$ cat config.mk
export PLATFORM = sky130hd
export DESIGN_NAME = huffman_decode_flat
export DESIGN_NICKNAME = d
export VERILOG_FILES = /design/src/rtl/huffman_decode_if.sv /design/src/rtl/huffman_decode.sv /design/src/flat_wrapper.sv
export SDC_FILE = /design/constraint.sdc
export NUM_CORES = 1
export LEC_CHECK = 0
export ABC_AREA = 1
export ABC_CLOCK_PERIOD_IN_PS = 5300
export CORE_ASPECT_RATIO = 1.1
export CORE_MARGIN = 1
export CORE_UTILIZATION = 44
export DETAILED_ROUTE_END_ITERATION = 8
export GPL_TIMING_DRIVEN = 0
export PLACE_DENSITY_LB_ADDON = 0.08
export RECOVER_POWER = 25
export SLEW_MARGIN = 20
export SYNTH_ARGS = -nofsm -noshare
export SYNTH_HDL_FRONTEND = slang
export SYNTH_SLANG_ARGS = --single-unit
$ cat constraint.sdc
create_clock -name clk -period 5.3 [get_ports clk]
set_input_delay 0.53 -clock clk [delete_from_list [all_inputs] [get_ports clk]]
set_output_delay 0.53 -clock clk [all_outputs]
set_load 0.005 [all_outputs]
$ cat src/rtl/huffman_decode_if.sv
// huffman_decode_if: codebook load, bit-stream handshake and symbol outputs of the Huffman decoder
interface huffman_decode_if #(parameter int CW = 9, parameter int LW = 4);
   logic          tbl_wr;
   logic [3:0]    tbl_idx;
   logic [CW-1:0] tbl_code;
   logic [LW-1:0] tbl_len;
   logic          start;
   logic          stop;
   logic          bit_in;
   logic          bit_valid;
   logic          bit_ready;
   logic [3:0]    sym_out;
   logic          sym_valid;
   logic          err;
   logic          busy;
   logic [15:0]   sym_cnt;
   modport master (
      output tbl_wr, tbl_idx, tbl_code, tbl_len, start, stop, bit_in, bit_valid,
      input  bit_ready, sym_out, sym_valid, err, busy, sym_cnt
   );
   modport slave (
      input  tbl_wr, tbl_idx, tbl_code, tbl_len, start, stop, bit_in, bit_valid,
      output bit_ready, sym_out, sym_valid, err, busy, sym_cnt
   );
endinterface

$ cat src/rtl/huffman_decode.sv
// huffman_decode: loads a (code, length) codebook and decodes a serial Huffman bitstream into symbol indices
module huffman_decode #(
   parameter int NSYM = 10,
   parameter int CW   = 9,
   parameter int LW   = 4
) (
   input  logic          clk,
   input  logic          rst_n,
   huffman_decode_if.slave bus
);
   typedef enum logic [1:0] {IDLE, DECODE, ERROR} state_t;
   state_t        state, state_d;
   logic [CW-1:0] code_q [NSYM];
   logic [LW-1:0] len_q  [NSYM];
   logic [CW-2:0] acc;
   logic [CW-1:0] nacc, mask;
   logic [LW-1:0] acc_len, nlen;
   logic          take, hit, tbl_we, full;
   logic [3:0]    hit_idx, sym_q;
   logic          sym_v, err_q;
   logic [15:0]   cnt_q;
   // stop and start both discard a bit offered in the same cycle
   assign take   = state == DECODE && bus.bit_valid && !bus.start && !bus.stop;
   assign nacc   = {acc, bus.bit_in};
   assign nlen   = acc_len + 1'b1;
   assign mask   = ~({CW{1'b1}} << nlen);
   assign full   = nlen == LW'(CW);
   assign tbl_we = state == IDLE && bus.tbl_wr && int'(bus.tbl_idx) < NSYM;
   // descending scan so the lowest matching index wins on non-prefix-free tables
   always_comb begin
      hit     = 1'b0;
      hit_idx = '0;
      for (int i = NSYM - 1; i >= 0; i--)
         if (len_q[i] == nlen && ((code_q[i] ^ nacc) & mask) == '0) begin
            hit     = 1'b1;
            hit_idx = 4'(i);
         end
   end
   always_comb begin
      state_d = bus.stop ? IDLE : bus.start ? DECODE : (take && !hit && full) ? ERROR : state;
   end
   always_ff @(posedge clk or negedge rst_n)
      if (!rst_n) state <= IDLE;
      else state <= state_d;
   always_ff @(posedge clk or negedge rst_n)
      if (!rst_n) begin
         for (int i = 0; i < NSYM; i++) begin
            code_q[i] <= '0;
            len_q[i]  <= '0;
         end
         acc     <= '0;
         acc_len <= '0;
         sym_q   <= '0;
         sym_v   <= 1'b0;
         err_q   <= 1'b0;
         cnt_q   <= '0;
      end else begin
         sym_v <= take && hit;
         if (tbl_we) begin
            code_q[bus.tbl_idx] <= bus.tbl_code;
            len_q[bus.tbl_idx]  <= bus.tbl_len;
         end
         if (bus.stop) acc_len <= '0;
         else if (bus.start) begin
            acc_len <= '0;
            err_q   <= 1'b0;
            cnt_q   <= '0;
         end else if (take) begin
            if (hit) begin
               sym_q   <= hit_idx;
               cnt_q   <= cnt_q + 1'b1;
               acc_len <= '0;
            end else if (full) err_q <= 1'b1;
            else begin
               acc     <= nacc[CW-2:0];
               acc_len <= nlen;
            end
         end
      end
   assign bus.bit_ready = state == DECODE;
   assign bus.busy      = state != IDLE;
   assign bus.sym_out   = sym_q;
   assign bus.sym_valid = sym_v;
   assign bus.err       = err_q;
   assign bus.sym_cnt   = cnt_q;
endmodule

$ cat src/flat_wrapper.sv
// flat-port wrapper written by rule: the top's interface ports become plain ports
module huffman_decode_flat 
#(
   parameter int NSYM = 10,
   parameter int CW   = 9,
   parameter int LW   = 4
)
  (clk, rst_n, bus_tbl_wr, bus_tbl_idx, bus_tbl_code, bus_tbl_len, bus_start, bus_stop, bus_bit_in, bus_bit_valid, bus_bit_ready, bus_sym_out, bus_sym_valid, bus_err, bus_busy, bus_sym_cnt);
  huffman_decode_if #(.CW(CW), .LW(LW)) bus_i ();
  input  logic clk;
  input  logic rst_n;
  input wire logic [$bits(bus_i.tbl_wr)-1:0] bus_tbl_wr;
  input wire logic [$bits(bus_i.tbl_idx)-1:0] bus_tbl_idx;
  input wire logic [$bits(bus_i.tbl_code)-1:0] bus_tbl_code;
  input wire logic [$bits(bus_i.tbl_len)-1:0] bus_tbl_len;
  input wire logic [$bits(bus_i.start)-1:0] bus_start;
  input wire logic [$bits(bus_i.stop)-1:0] bus_stop;
  input wire logic [$bits(bus_i.bit_in)-1:0] bus_bit_in;
  input wire logic [$bits(bus_i.bit_valid)-1:0] bus_bit_valid;
  output wire logic [$bits(bus_i.bit_ready)-1:0] bus_bit_ready;
  output wire logic [$bits(bus_i.sym_out)-1:0] bus_sym_out;
  output wire logic [$bits(bus_i.sym_valid)-1:0] bus_sym_valid;
  output wire logic [$bits(bus_i.err)-1:0] bus_err;
  output wire logic [$bits(bus_i.busy)-1:0] bus_busy;
  output wire logic [$bits(bus_i.sym_cnt)-1:0] bus_sym_cnt;
  assign bus_i.tbl_wr = bus_tbl_wr;
  assign bus_i.tbl_idx = bus_tbl_idx;
  assign bus_i.tbl_code = bus_tbl_code;
  assign bus_i.tbl_len = bus_tbl_len;
  assign bus_i.start = bus_start;
  assign bus_i.stop = bus_stop;
  assign bus_i.bit_in = bus_bit_in;
  assign bus_i.bit_valid = bus_bit_valid;
  assign bus_bit_ready = bus_i.bit_ready;
  assign bus_sym_out = bus_i.sym_out;
  assign bus_sym_valid = bus_i.sym_valid;
  assign bus_err = bus_i.err;
  assign bus_busy = bus_i.busy;
  assign bus_sym_cnt = bus_i.sym_cnt;
  huffman_decode #(.NSYM(NSYM), .CW(CW), .LW(LW)) u_core (.clk(clk), .rst_n(rst_n), .bus(bus_i));
endmodule
Word level (Yosys, flattened, before mapping). Index checks and enable logic that the tools add are counted.

Register bits: 166. Input port bits: 24.

$add $sub $neg: 2. $lt $le $gt $ge: 3. Equal/unequal tests: 14. Shift operators: 1. Muxes and demuxes: 41. Bitwise gates (word level): 26. Reduce and logical (&&, ||, !) cells: 44.

Operators with widths (number): 9-bit AND (10); 90-bit bitwise mux (1); 9-bit logical NOT (10); 9-bit XOR (10); 4-bit 2-to-1 mux (16); 16-bit 2-to-1 mux (3); 40-bit bitwise mux (1); 4-bit equality test (10); 9-bit demux with 4-bit select (1); 1-bit logical AND (19); 16-bit by 1-bit adder with 16-bit output, second input constant (1); 4-bit demux with 4-bit select (1); 1-bit 2-to-1 mux (14); 9-bit 2-to-1 mux (1); 9-bit NOT (1); 9-bit by 4-bit left shift with 9-bit output, first input constant (1); 4-bit AND reduction (2); 2-bit nonzero test (4); 2-bit 2-to-1 mux (3); 3-bit nonzero test (2); 5-bit >= comparator, second input constant (1); 5-bit by 1-bit less-than comparator with 1-bit output, second input constant (1); 4-bit NOT with 5-bit output (1); 5-bit AND reduction (1); other kinds (11) (16).

Logic depth before layout (Yosys ltp). Gate-level depths: netlist (run 1).

Depth after elaboration: 22. Mapped depth: 21. Gate-level depth less buffers: 21.

Worst setup path before layout (run 1). No wires, ideal clock.

Kind: reg-to-reg. Start: reg u_core.acc_len[0]. End: reg u_core.cnt_q[9] (netlist: u_core.bus.sym_cnt[9]). Data arrival time: 2321 ps. Data required time: 5181 ps. Slack: 2860 ps. Stages on the path, launching flop included: 19. Path buffers: 3. Period minus slack after synthesis: 2440 ps. Path through: dfrtp_1 > buf_6 > inv_1 > ha_1 > buf_2 > xnor2_1 > nand3_1 > nor2_1 > nand3_1 > nor2_1 > nand3_1 > nand2_1 > nor2_2 > nand3_4 > nand2_4 > nand2_4 > buf_6 > nand2_1 > o21ai_2.

Longest elaborated chain between the ends: 18. Elaborated cells between the ends (all ways): 55. Classes of those cells: add/sub (1); eq/ne (10); shift (1); mux (10); bitwise (11); reduce/logical (22).

RTL lines: start: declaration (line huffman_decode.sv:17) `logic [LW-1:0] acc_len, nlen;`; start signal: assignment (line huffman_decode.sv:76) `acc_len <= nlen;`; 4-bit by 1-bit adder with 4-bit output (*) (line huffman_decode.sv:25) `assign nlen = acc_len + 1'b1;`; 9-bit by 4-bit left shift with 9-bit output (line huffman_decode.sv:26) `assign mask = ~({CW{1'b1}} << nlen);`; 9-bit NOT (line huffman_decode.sv:26); 9-bit AND (line huffman_decode.sv:34) `if (len_q[i] == nlen && ((code_q[i] ^ nacc) & mask) == '0) begin`; 9-bit logical NOT (line huffman_decode.sv:34); 1-bit logical AND (line huffman_decode.sv:34); 1-bit 2-to-1 mux (9 in series) (line huffman_decode.sv:34); 1-bit 2-to-1 mux (*) (line huffman_decode.sv:34); 2-bit nonzero test (no line) (*); 3-bit AND reduction (no line) (*); end signal: assignment (line huffman_decode.sv:71) `cnt_q <= cnt_q + 1'b1;`; end: declaration (line huffman_decode.sv:21) `logic [15:0] cnt_q;`.

Mark *: on every way between the ends. The rest lies on a longest branch, timed or not. A chain may end at the register's enable or synchronous reset.

Worst setup path after layout (run 1).
Start: reg u_core.acc_len[0]. End: reg u_core.cnt_q[4] (netlist: u_core.bus.sym_cnt[4]).

The elaborated chain is that of the path after synthesis.

==> flow_summary.yaml, run 1 <==
route:
  detailroute.via_count: 7476
  wl_mm: 24.73
  firstDrtPassIters: 5
  avgViaCountPerCell: 5.156
  drtIter0Drc: 455
  drc_errors: 0
  route.detailed.wl_per_inst_um: 17.06
  postRouteAntennaNets: 0
global_routing:
  aggregate_global_routing_overflow: 0
  largest_net_degree_at_the_start_of_global_routing: 60
  global_route_wire_length_before_repair_mm: 39.12
  first_global_vias: 7018
  initial_antenna_violation_count: 0
  gr-usage-all-layers_pct: 25.53
worst_hold_path:
  hold_path_startpoint: "u_core.bus.sym_out[0]$_DFFE_PN0P_"
  worst_hold_path_stage_count: 2
  min_path_type: "flop to flop"
  worst_hold_path.endpoint: "u_core.bus.sym_out[0]$_DFFE_PN0P_"
clocking:
  post_cts_resized: 0
  clock-root-buffer: "sky130_fd_sc_hd__clkbuf_16"
  clkTransAtPathRegs_ns: 0.07
  ctsHoldBuffers: 0
  cts.sink_count: 166
  cts_tree: "done"
  htree_levels: 4
  clk_path_buf_depth: 2
  cts_setup_buffers: 0
  clock_insertion_delay_worst_skew_ns: 0.43
  tritoncts.num_buffers: 17
yosys:
  synth.net_count: 1146
  synthDominantCellAreaShare_pct: 46.79
  number_of_distinct_library_cell_variants_in_the_gate_level_netlist_after_synthesis: 34
  top_area_cells_in_the_synthesized_netlist: "sky130_fd_sc_hd__dfrtp_1, sky130_fd_sc_hd__nand2_1, sky130_fd_sc_hd__o21ai_0"
  yosys.area.top_type: "sky130_fd_sc_hd__dfrtp_1"
  synth.cell_area_mm2: 0.008877
  seq_area_frac_synth_pct: 46.79
  synth_warnings: 0
  syn_inst: 1117
  average_cell_area_after_synthesis_um2: 7.947
  postSynthRegisterBits: 166
run_status:
  outcome: "finished with violations"
  failed_checks: "max-capacitance violations, max-slew violations"
critical_path:
  crit_path_max_fanout: 10
  internal_reg_to_reg_setup_slack_ns: 2.07
  timing_worst_setup_path_type: "flop to flop"
  worstReg2RegStart: "u_core.acc_len[0]$_DFFE_PN0P_"
  cp-end-kind: "flop"
  crit_required_ns: 5.65
  critical_path.reg2reg.endpoint: "u_core.bus.sym_cnt[4]$_DFFE_PN0P_"
  cp_data_arrival_time_ns: 3.58
  start_kind: "flop"
  reg2regPathDepth: 18
timing:
  final_setup_violating_endpoints: 0
  count_of_endpoints_failing_hold_in_the_final_timing_report: 0
  layout_worst_path_cycle_share_pct: 60.91
  max_freq_ghz: 0.3098
  slew_headroom_pct: -109.2
  min_period_ns: 3.228
  grt_setup_unrepaired: "false"
  finalClockSkew_ns: 0.008834
  timing_max_transition_violations_final: 52
  worst_slew_pin_slew_ns: 3.138
  hold-worst-slack_ns: 0.4766
finish:
  final_layout_size_suffix_gt1_share_pct: 8.264
  areaGrowthSynthToFinish_pct: 16.29
  stdcell_area_mm2: 0.01032
  finalNetCount: 1214
  antenna_cells_inserted: 0
pwr:
  worst_ir_drop_vdd_v: 0.0002173
  cell_pwr_density_mw_per_mm2: 388.0
  p_leak_uw: 0.004958
placed_design:
  detailed_place.area_mm2: 0.009723
  hpwlAfterDp_mm: 17.74
  gp_routability_congestion: 0.9099
  numPortBuffers: 47
floorplan:
  fp.coreArea_mm2: 0.01980
  die_y_um: 151.0
  start_util_pct: 44.84
  area_of_the_die_mm2: 0.02075
  floorplan.rows: 54
  chip_width_um: 137.4
  floorplan.io_pins: 48
run:
  drv.max_cap_violation_count: 1
routing by layer:
layer  part of all wire, %  track usage, %
met1                    46           34.22
met2                    49           42.66
met3                   3.0           3.815
met4                   1.7           7.033
met5                     0               0
worst max path at each step:
stage / startpoint / slack, ns / to
after floorplan: u_core.acc_len[0]$_DFFE_PN0P_ / 2.86 / u_core.bus.sym_cnt[9]$_DFFE_PN0P_
after global placement: rst_n / -3.47 / u_core.code_q[22]$_DFFE_PN0P_
after detailed placement: u_core.acc_len[0]$_DFFE_PN0P_ / 2.07 / u_core.bus.sym_cnt[4]$_DFFE_PN0P_
after CTS: u_core.acc_len[0]$_DFFE_PN0P_ / 2.04 / u_core.bus.sym_cnt[4]$_DFFE_PN0P_
after global routing: rst_n / 1.75 / u_core.code_q[87]$_DFFE_PN0P_
final: u_core.acc_len[0]$_DFFE_PN0P_ / 2.07 / u_core.bus.sym_cnt[4]$_DFFE_PN0P_
area by class of cell:
class	instances	area [µm²]
Inverter	80	300.3
Multi-Input combinational cell	829	4193
Clock buffer	18	439.2
Sequential cell	166	4154
Buffer	42	230.2
Clock inverter	14	172.7
Tap cell	252	315.3
Timing Repair Buffer	49	519.2
Fill cell	1971	9473
flip-flops by register name, summed over array words and instances (netlist names):
| register | flops |
|---|---|
| u_core.acc | 8 |
| u_core.acc_len | 4 |
| u_core.bus.err | 1 |
| u_core.bus.sym_cnt | 16 |
| u_core.bus.sym_out | 4 |
| u_core.bus.sym_valid | 1 |
| u_core.code_q | 90 |
| u_core.len_q | 40 |
| u_core.state | 2 |
synth_stat cells, drive strengths merged:
| library cell | count |
|---|---|
| xnor2 | 22 |
| nor3 | 10 |
| a31oi | 1 |
| nand2 | 366 |
| a21oi | 17 |
| or2 | 10 |
| clkinv | 1 |
| nor2 | 79 |
| nand4 | 11 |
| dfrtp | 166 |
| buf | 19 |
| a31o | 1 |
| clkbuf | 23 |
| nand3b | 2 |
| nor4 | 3 |
| nand3 | 39 |
| o21ai | 182 |
| xor2 | 78 |
| ha | 5 |
| nor3b | 1 |
| inv | 79 |
| o21a | 2 |
logic make-up (layout without fill, tap and decap cells):
group	count (synthesis)	in the layout	synth area share (%)
compound gates	203	203	11.98
xor+xnor	100	100	9.866
simple gates	521	521	24.68
buf+inv	122	203	5.976
flops	166	166	46.79
fa+ha+maj	5	5	0.7047
stage by stage:
step | setup WS [ns] | util (%) | TNS (ns) | instances | power [µW]
3_3_place_gp | -3.468 | 48.81 | -573.67 | 1416 | 2707
2_1_floorplan | 2.860 | - | 0 | 1117 | 2405
6_report | 2.072 | 52.15 | 0 | 1450 | 4006
5_1_grt | 1.751 | 52.15 | 0 | 1450 | 4248
3_5_place_dp | 2.069 | 49.12 | 0 | 1418 | 2729
4_1_cts | 2.045 | 52.21 | 0 | 1450 | 4026
critical path: stages, from the launching register on:
cell and delay (ns):
sky130_fd_sc_hd__dfrtp_1 0.40, sky130_fd_sc_hd__buf_6 0.14, sky130_fd_sc_hd__inv_1 0.09, sky130_fd_sc_hd__ha_1 0.36, sky130_fd_sc_hd__buf_2 0.26, sky130_fd_sc_hd__nand2_1 0.11
sky130_fd_sc_hd__nand4_1 0.10, sky130_fd_sc_hd__nor2_1 0.12, sky130_fd_sc_hd__nand3_1 0.12, sky130_fd_sc_hd__nor3_1 0.41, sky130_fd_sc_hd__nand3_1 0.16, sky130_fd_sc_hd__nand2_1 0.13
sky130_fd_sc_hd__nor2_2 0.06, sky130_fd_sc_hd__nand3_4 0.16, sky130_fd_sc_hd__nand2_4 0.11, sky130_fd_sc_hd__nand2_4 0.11, sky130_fd_sc_hd__buf_6 0.18, sky130_fd_sc_hd__nand2_1 0.07
sky130_fd_sc_hd__o21ai_2 0.06
cells in the final DEF (no fill, tap or decap), types with 7 or more instances in the layout:
master,count
sky130_fd_sc_hd__nand2_2,11
sky130_fd_sc_hd__dfrtp_1,166
sky130_fd_sc_hd__clkbuf_16,17
sky130_fd_sc_hd__nor2_1,76
sky130_fd_sc_hd__a21oi_1,17
sky130_fd_sc_hd__buf_4,7
sky130_fd_sc_hd__nand3_1,35
sky130_fd_sc_hd__xor2_1,78
sky130_fd_sc_hd__or2_2,10
sky130_fd_sc_hd__nor3_1,9
sky130_fd_sc_hd__xnor2_1,22
sky130_fd_sc_hd__clkbuf_1,24
sky130_fd_sc_hd__clkdlybuf4s50_1,46
sky130_fd_sc_hd__inv_1,77
sky130_fd_sc_hd__buf_2,7
sky130_fd_sc_hd__nand2_1,351
sky130_fd_sc_hd__o21ai_2,10
sky130_fd_sc_hd__o21ai_0,168
sky130_fd_sc_hd__nand4_1,11
power by group:
| part | internal, µW | switching (µW) |
|---|---|---|
| Combinational | 436 | 603 |
| Clock | 760 | 535 |
| Sequential | 1500 | 170 |
(Power assumes the default switching activity.)
==> inputs of run 2 (changes only) <==
Settings changed: ABC_CLOCK_PERIOD_IN_PS 5300 to 2600.
Clock period 5.3 ns to 2.6 ns, I/O delays scaled along.
==> run 2 against run 1 <==
Net effect: the run ends with negative setup slack left; die area did not move; sequential power increased by 100%; clock skew decreased by 0.0010 ns; critical path depth rose by 1; global-route usage grew 0.40 points; register-to-register slack lost 2.2 ns; routed wire length rose by 3.0%; largest power group unchanged.
==> flow_summary.yaml, run 2 (same netlist as run 1, synthesis figures left out) <==
worst_hold_path:
  hold_path_startpoint: "u_core.bus.sym_out[0]$_DFFE_PN0P_"
  min_path_type: "flop to flop"
  worst_hold_path.endpoint: "u_core.bus.sym_out[0]$_DFFE_PN0P_"
  worst_hold_path_stage_count: 2
floorplan:
  fp.coreArea_mm2: 0.01980
  area_of_the_die_mm2: 0.02075
  chip_width_um: 137.4
  start_util_pct: 44.84
  floorplan.rows: 54
  floorplan.io_pins: 48
  die_y_um: 151.0
timing:
  timing_max_transition_violations_final: 0
  final_setup_violating_endpoints: 35
  max_freq_ghz: 0.3630
  worst_slew_pin_slew_ns: 1.353
  layout_worst_path_cycle_share_pct: 106.0
  hold-worst-slack_ns: 0.4763
  grt_setup_unrepaired: "true"
  min_period_ns: 2.755
  worst_slack_ns: -0.1551
  finalClockSkew_ns: 0.007821
  count_of_endpoints_failing_hold_in_the_final_timing_report: 0
  slew_headroom_pct: 9.793
critical_path:
  crit_path_max_fanout: 5
  critical_path.reg2reg.endpoint: "u_core.bus.sym_cnt[12]$_DFFE_PN0P_"
  reg2regPathDepth: 19
  start_kind: "flop"
  cp_data_arrival_time_ns: 3.12
  worstReg2RegStart: "u_core.acc_len[0]$_DFFE_PN0P_"
  crit_required_ns: 2.96
  internal_reg_to_reg_setup_slack_ns: -0.16
  timing_worst_setup_path_type: "flop to flop"
  cp-end-kind: "flop"
pwr:
  part_of_the_power_in_the_clock_network_pct: 31.8
  cell_pwr_density_mw_per_mm2: 767.9
  worst_ir_drop_vdd_v: 0.0004808
  p_leak_uw: 0.005165
  intPower_uw: 5608
  power.switching_fraction_pct: 32.89
  power.share.combinational_pct: 27.4
  switching_power_uw: 2748
  share_seq_of_total_power_pct: 40.8
clocking:
  clk_path_buf_depth: 2
  cts_tree: "done"
  clock_insertion_delay_worst_skew_ns: 0.43
  cts.sink_count: 166
  htree_levels: 4
  clock-root-buffer: "sky130_fd_sc_hd__clkbuf_16"
  tritoncts.num_buffers: 17
  clkTransAtPathRegs_ns: 0.07
route:
  wl_mm: 25.48
  avgViaCountPerCell: 5.153
  drc_errors: 0
  route.detailed.wl_per_inst_um: 17.21
  detailroute.via_count: 7631
  postRouteAntennaNets: 0
  firstDrtPassIters: 5
  drtIter0Drc: 479
placed_design:
  number_of_placed_instances_taps_included: 1418
  gp_routability_congestion: 0.9099
  hpwlAfterDp_mm: 17.74
  numPortBuffers: 47
  pre_cts_ws_ns: -0.6307
finish:
  final_layout_size_suffix_gt1_share_pct: 13.43
  areaGrowthSynthToFinish_pct: 22.58
  final_cell_mix: "sky130_fd_sc_hd__nand2_1, sky130_fd_sc_hd__dfrtp_1, sky130_fd_sc_hd__o21ai_0, sky130_fd_sc_hd__xor2_1, sky130_fd_sc_hd__inv_1"
  final_core_utilization_pct: 54.97
  finalNetCount: 1245
  stdcell_count: 1481
  most_common_library_cell_in_the_layout_ignoring_fill_and_taps: "sky130_fd_sc_hd__nand2_1"
  largest_register_ff_count: 90
  largest-register: "u_core.code_q"
  antenna_cells_inserted: 0
global_routing:
  aggregate_global_routing_overflow: 0
  largest_net_degree_at_the_start_of_global_routing: 60
  initial_antenna_violation_count: 0
  first_global_vias: 7176
  gr-usage-all-layers_pct: 25.93
  global_route_wire_length_before_repair_mm: 39.76
run_status:
  failed_checks: "negative setup slack"
  outcome: "finished with violations"
run:
  drv.max_cap_violation_count: 0
-- run 2: worst max-delay path by stage --
| stage | start | endpoint | slack, ns | cells after the start |
|---|---|---|---|---|
| after floorplan | u_core.acc_len[0]$_DFFE_PN0P_ | u_core.bus.sym_cnt[9]$_DFFE_PN0P_ | 0.16 | 18 |
| after CTS | u_core.acc_len[0]$_DFFE_PN0P_ | u_core.acc[3]$_DFFE_PN0P_ | -0.17 | 17 |
| after global routing | u_core.acc_len[0]$_DFFE_PN0P_ | u_core.bus.sym_cnt[3]$_DFFE_PN0P_ | -0.33 | 19 |
| after detailed placement | u_core.acc_len[0]$_DFFE_PN0P_ | u_core.bus.sym_cnt[4]$_DFFE_PN0P_ | -0.63 | 18 |
| final | u_core.acc_len[0]$_DFFE_PN0P_ | u_core.bus.sym_cnt[12]$_DFFE_PN0P_ | -0.16 | 19 |
| after global placement | rst_n | u_core.code_q[22]$_DFFE_PN0P_ | -5.90 | 1 |
-- run 2: cell type report --
class	instances	area, µm²
clock buffers	18	439.2
clock inverters	14	172.7
inverters	80	304.0
well taps	252	315.3
repair buffers	80	798.3
plain buffers	42	280.3
fillers	1914	8915
flip-flops and latches	166	4155
multi-input cells	829	4417
-- run 2: routing by layer --
layer | wire length [µm] | track usage, % | vias up
met1 | 11760 | 34.46 | 3698
li1 | - | - | 3754
met2 | 12480 | 43.09 | 142
met3 | 732 | 4.317 | 37
met4 | 502 | 7.692 | 0
met5 | 0 | 0 | -
-- run 2: repair_timing --
| action | in CTS | in global routing |
|---|---|---|
| endpoints found under the hold margin | 51 | 0 |
| cloned | 2 | 1 |
| pin swaps | 12 | 24 |
| hold buffers | 1 | 0 |
| resized for setup | 30 | 46 |
| endpoints found under the setup margin | 36 | 36 |
| buffers inserted | 20 | 7 |
-- run 2: per-stage QoR --
stage / total power, µW / cell area, µm² / setup TNS [ns]
detailed placement: 5562 / 9723 / -19.94
floorplan: 4902 / 8877 / 0
finish: 8356 / 10880 / -3.380
CTS: 8322 / 10690 / -4.089
global route: 8843 / 10880 / -19.24
global placement: 5519 / 9663 / -996.39
-- run 2: critical path, cell delays in order, from the launching register on --
cell and delay [ns]:
sky130_fd_sc_hd__dfrtp_1 0.40, sky130_fd_sc_hd__buf_6 0.13, sky130_fd_sc_hd__clkinvlp_4 0.09, sky130_fd_sc_hd__ha_4 0.33, sky130_fd_sc_hd__buf_12 0.14, sky130_fd_sc_hd__xnor2_2 0.11, sky130_fd_sc_hd__nand2_1 0.06, sky130_fd_sc_hd__nor2_1 0.09
sky130_fd_sc_hd__nand2_1 0.10, sky130_fd_sc_hd__nor2_2 0.12, sky130_fd_sc_hd__nand3b_1 0.23, sky130_fd_sc_hd__nand2_2 0.18, sky130_fd_sc_hd__nor2_4 0.05, sky130_fd_sc_hd__nand3_4 0.11, sky130_fd_sc_hd__nand2_4 0.09, sky130_fd_sc_hd__nand2_4 0.10
sky130_fd_sc_hd__buf_12 0.12, sky130_fd_sc_hd__buf_16 0.11, sky130_fd_sc_hd__nand2_1 0.06, sky130_fd_sc_hd__o21ai_2 0.05
-- run 2: power groups by stage --
stage | Sequential [µW] | Clock (µW) | Combinational, µW
finish | 3410 | 2650 | 2290
global route | 3460 | 2800 | 2580
detailed placement | 3440 | 0 | 2120
floorplan | 3380 | 0 | 1530
global placement | 3440 | 0 | 2080
CTS | 3400 | 2680 | 2240
